`src/rtl/block_packer.sv`:
```
`default_nettype none
// ============================================================================
//  Module      : block_packer
//  Description : Byte-stream to big-endian block packer with ISO/IEC 7816-4
//                bit padding (0x80 then zeros). A message whose length is an
//                exact multiple of the block size is followed by a full pad
//                block, so every message ends in exactly one padded block.
//  Revision    : 1.0 - initial release
// ============================================================================
module block_packer #(
    parameter int IWIDTH = 64,
    parameter int CWIDTH = $clog2(IWIDTH/8) + 1
) (
    input  logic              clk,
    input  logic              rst_n,
    input  logic [7:0]        in_data,
    input  logic              in_valid,
    input  logic              in_last,
    output logic              in_ready,
    output logic [IWIDTH-1:0] out_block,
    output logic              out_valid,
    input  logic              out_ready,
    output logic              out_padded,
    output logic              out_last,
    output logic [CWIDTH-1:0] out_nbytes
);

    localparam int NBYTES = IWIDTH / 8;
    localparam int CNTW   = $clog2(NBYTES);

    localparam logic [CNTW-1:0]   C_CNT_LAST  = CNTW'(NBYTES - 1);
    localparam logic [CWIDTH-1:0] C_NB_FULL   = CWIDTH'(NBYTES);
    localparam logic [IWIDTH-1:0] C_PAD_BLOCK = {8'h80, {(IWIDTH-8){1'b0}}};

    typedef enum logic [1:0] {
        ST_FILL   = 2'd0,
        ST_HOLD   = 2'd1,
        ST_PADBLK = 2'd2
    } state_t;

    state_t              state_q, state_d;
    logic [CNTW-1:0]     cnt_q, cnt_d;
    logic                pad_pending_q, pad_pending_d;
    logic [IWIDTH-1:0]   block_q, block_d;
    logic                padded_q, padded_d;
    logic                last_q, last_d;
    logic [CWIDTH-1:0]   nbytes_q, nbytes_d;

    // Block image after writing the current byte; one extra bit so that the
    // lane after the final lane never matches.
    logic [CNTW:0]       cnt_inc;
    logic [IWIDTH-1:0]   fill_block;

    assign cnt_inc = {1'b0, cnt_q} + {{CNTW{1'b0}}, 1'b1};

    // Merge the incoming byte into lane cnt; lanes above it are cleared so no
    // stale data survives, and the next lane carries 0x80 on the last byte.
    always_comb begin
        fill_block = block_q;
        for (int i = 0; i < NBYTES; i++) begin
            if (CNTW'(i) == cnt_q) begin
                fill_block[IWIDTH-1-8*i -: 8] = in_data;
            end else if ((CNTW+1)'(i) == cnt_inc) begin
                fill_block[IWIDTH-1-8*i -: 8] = in_last ? 8'h80 : 8'h00;
            end else if (CNTW'(i) > cnt_q) begin
                fill_block[IWIDTH-1-8*i -: 8] = 8'h00;
            end
        end
    end

    // Next-state and next-output decode for the FILL/HOLD/PADBLK sequencer.
    always_comb begin
        state_d       = state_q;
        cnt_d         = cnt_q;
        pad_pending_d = pad_pending_q;
        block_d       = block_q;
        padded_d      = padded_q;
        last_d        = last_q;
        nbytes_d      = nbytes_q;
        case (state_q)
            ST_FILL: begin
                if (in_valid) begin
                    block_d = fill_block;
                    if (cnt_q == C_CNT_LAST) begin
                        // Full block; a last byte here defers padding to a
                        // dedicated pad block.
                        state_d       = ST_HOLD;
                        padded_d      = 1'b0;
                        last_d        = 1'b0;
                        nbytes_d      = C_NB_FULL;
                        pad_pending_d = in_last;
                        cnt_d         = '0;
                    end else if (in_last) begin
                        state_d  = ST_HOLD;
                        padded_d = 1'b1;
                        last_d   = 1'b1;
                        nbytes_d = CWIDTH'(cnt_q) + CWIDTH'(1);
                        cnt_d    = '0;
                    end else begin
                        cnt_d = cnt_q + CNTW'(1);
                    end
                end
            end
            ST_HOLD: begin
                if (out_ready) begin
                    if (pad_pending_q) begin
                        state_d       = ST_PADBLK;
                        pad_pending_d = 1'b0;
                        block_d       = C_PAD_BLOCK;
                        padded_d      = 1'b1;
                        last_d        = 1'b1;
                        nbytes_d      = '0;
                    end else begin
                        state_d = ST_FILL;
                    end
                end
            end
            ST_PADBLK: begin
                if (out_ready) begin
                    state_d = ST_FILL;
                end
            end
            default: begin
                state_d = ST_FILL;
            end
        endcase
    end

    // State and output registers; reset discards any partial block or pad.
    always_ff @(posedge clk or negedge rst_n) begin
        if (!rst_n) begin
            state_q       <= ST_FILL;
            cnt_q         <= '0;
            pad_pending_q <= 1'b0;
            block_q       <= '0;
            padded_q      <= 1'b0;
            last_q        <= 1'b0;
            nbytes_q      <= '0;
        end else begin
            state_q       <= state_d;
            cnt_q         <= cnt_d;
            pad_pending_q <= pad_pending_d;
            block_q       <= block_d;
            padded_q      <= padded_d;
            last_q        <= last_d;
            nbytes_q      <= nbytes_d;
        end
    end

    // Handshakes decode from registered state only (no out_ready -> in_ready path).
    assign in_ready   = (state_q == ST_FILL);
    assign out_valid  = (state_q != ST_FILL);
    assign out_block  = block_q;
    assign out_padded = padded_q;
    assign out_last   = last_q;
    assign out_nbytes = nbytes_q;

endmodule
`default_nettype wire

```
`config.mk`:
```
export PLATFORM = sky130hd
export DESIGN_NAME = block_packer
export DESIGN_NICKNAME = d
export VERILOG_FILES = /design/src/rtl/block_packer.sv
export SDC_FILE = /design/constraint.sdc
export NUM_CORES = 1
export LEC_CHECK = 0
export ABC_AREA = 1
export CORE_MARGIN = 3
export CORE_UTILIZATION = 35
export DETAILED_ROUTE_END_ITERATION = 6
export GPL_TIMING_DRIVEN = 0
export SYNTH_ARGS = -nofsm -noshare
export SYNTH_HDL_FRONTEND = slang
export SYNTH_SLANG_ARGS = --single-unit
```
`constraint.sdc`:
```
create_clock -name clk -period 5.6 [get_ports clk]
set_input_delay 1.12 -clock clk [delete_from_list [all_inputs] [get_ports clk]]
set_output_delay 1.12 -clock clk [all_outputs]
set_load 0.02 [all_outputs]
```
==> summary.md <==
| Metric | Value |
|---|---|
| Leakage | `2.34 nW` |
| R2R depth | `10` |
| CP arrival | `1.79 ns` |
| Chip Height | `109 microns` |
| Final Hold Fails | `0` |
| Die Wd | `109 microns` |
| IO Port Bufs | `83` |
| Post-CTS Resized | `0` |
| NumNets Final | `557` |
| Top cells by count, synth | `nand2_1, dfrtp_1, nand3_1` |
| Routed length per placed instance | `14.7 microns` |
| Worst slew pin tran | `0.608 ns` |
| Initial antenna violation count | `0` |
| I/O Pins | `85` |
| Final Setup Violations | `0` |
| Dpl ws | `2.91 ns` |
| Crit-path max FO | `7` |
| CTS tree | `yes` |
| Slew Viols, Final | `0` |
| Synth Area per Inst | `8.40 sq um` |
| 1st-iter DRT viols | `260` |
| Starting Density | `0.361` |
| Clock-pin slew on the worst setup and hold paths | `0.08 ns` |
| # Post-CTS Setup Buffers | `0` |
| Post-Syn Nets | `462` |
| Placeable Area | `10,300 sq um` |
| Skew-Pair Late Insertion Delay | `0.35 ns` |
| Antenna viol nets, final | `0` |
| Ranking of synthesized cells by area | `dfrtp_1, nand2_1, o21ai_2, nand3_1, o21ai_0` |
| Total Routed Length | `10.0 mm` |
| Status | `finished, final reports clean` |
| Synthesis-to-finish area growth | `32.5%` |
| Grt ovf | `0` |
| Pre-antenna DRT Iters | `5` |
| Crit path time final | `2.91 ns` |
| Total CTS buffers | `9` |
| Most instantiated library cell after synthesis | `nand2_1` |
| R2R Path Start | `cnt_q[0]` |
| Fraction of layout cells with a size suffix above 1 | `0.140` |
| Synth top area share | `0.503` |
| RSZ-0062 raised after global routing | `false` |
| Fin crit share | `0.519` |
| Vias in the first global route | `3,055` |
| Worst Setup SP | `state_q[0]` |
| Total Power | `2.41 mW` |
| First-pass GRT wire length | `16.0 mm` |
| DRC Markers | `0` |
| WS Path Type | `flip-flop to output pin` |
| Via density | `4.88` |
| Hold path start | `out_block[33]` |
| Worst setup EP type | `output pin` |
| Pin count of the biggest net entering global routing | `40` |
| Post-synthesis cell count | `444` |
| # rows | `37` |
| Post-cts hold buffer count | `0` |
| Gpl congestion | `0.912` |
| CTS H-tree lvls | `3` |
| Total of max-cap violations | `0` |
| Root buf cell | `clkbuf_8` |
| Synth cell types | `26` |
| Dpl hpwl | `7.14 mm` |
| Seq/Total Area, Yosys | `0.503` |
| Post-synth EDFFs | `0` |
| Largest area contributor in the netlist | `dfrtp_1` |
| Final TNS setup | `0 ns` |
| Die ar. | `11,900 sq um` |
| Power Dens Cells | `488 nW/um^2` |
| Number of warnings issued by yosys | `0` |
| Gr usage total | `0.178` |
| Max IR drop VDD | `0.218 mV` |
| Hold Crit Depth | `2` |
| CP required | `4.48 ns` |
| Fin Clk Skew | `0.00823 ns` |
| Worst slew margin | `0.593` |
| Reg2Reg Setup Slack | `3.31 ns` |
| Dpl cell area | `4750 sq um` |
| Hold WC Path Type | `flip-flop to flip-flop` |
| Cell Area, Synth | `3730 sq um` |
| Synth Flop Type | `dfrtp_1` |
| Clk sink count | `75` |
| Final WS setup | `2.69 ns` |
| Fmax | `0.344 GHz` |
| Yosys reg bits | `75` |
| CTS max path bufs | `2` |
| Crit start category | `flip-flop` |
| Routed via count | `3,317` |
| Final Cell Area | `4940 sq um` |
| Diodes inserted | `0` |
| Async SR Flop Fraction | `1.00` |
==> cell type report <==
cell class	instances	area [sq um]
flip-flops and latches	75	1880
well taps	136	170
inverters	30	113
repair buffers	84	848
plain buffers	18	126
multi-input cells	321	1610
clock buffers	11	131
clock inverters	5	63.8
fillers	1011	5380
==> final timing paths <==
| path | to |
|---|---|
| setup / recovery | out_valid |
| setup reg to reg | out_block[46] |
| min in group asynchronous | out_block[37] |
| hold / removal | out_block[33] |
| max in group asynchronous | cnt_q[0] |
| hold reg to reg | out_block[33] |
==> placed cells by master, fill, tap and decap left out, types with 5 or more instances in the layout <==
cell               n
nand2_1          166
o21ai_0           22
nand4_1           12
o21ai_2           29
dfrtp_1           75
buf_2              7
a21oi_1            5
ha_1               5
nor2_1            19
clkdlybuf4s50_1   82
inv_1             29
buf_6              5
nand3_1           45
clkbuf_8           9
==> critical path, cell delays in order, from the launching register on <==
cell and delay [ns]:
dfrtp_1 0.48, nor2_4 0.23, inv_1 0.15, clkdlybuf4s50_1 0.57
==> registers in the layout, summed over array words and instances (netlist names) <==
register,cells
cnt_q,3
state_q,2
out_last,1
out_nbytes,4
out_block,64
pad_pending_q,1
==> cells by family after synthesis <==
family / share of synthesized area
flip-flops: 0.503
adder cells (fa/ha/maj): 0.0168
buffers and inverters: 0.0641
AND/OR/NAND/NOR: 0.302
AO/OA/AOI/OAI: 0.114
==> per-stage QoR <==
step / cells / hold WS [ns] / util
after CTS: 680 / 0.490 / 0.479
after floorplan: 444 / 0.515 / -
after global placement: 663 / 0.465 / 0.458
final: 680 / 0.482 / 0.479
after detailed placement: 664 / 0.469 / 0.460
after global routing: 680 / 0.503 / 0.479
==> report_power, final <==
group	total, mW	switching (mW)	internal [mW]
sequential	0.755	0.0899	0.665
combinational	1.24	0.788	0.456
clock	0.416	0.207	0.208
total	2.41	1.09	1.33
==> routing by layer <==
| metal | vias up | global-route usage | routed length (microns) |
|---|---|---|---|
| li1 | 1631 | - | - |
| met1 | 1575 | 0.248 | 4530 |
| met2 | 96 | 0.269 | 4640 |
| met3 | 15 | 0.0391 | 574 |
| met4 | 0 | 0.0730 | 268 |
| met5 | - | 0 | 0 |
(Power assumes the default switching activity.)
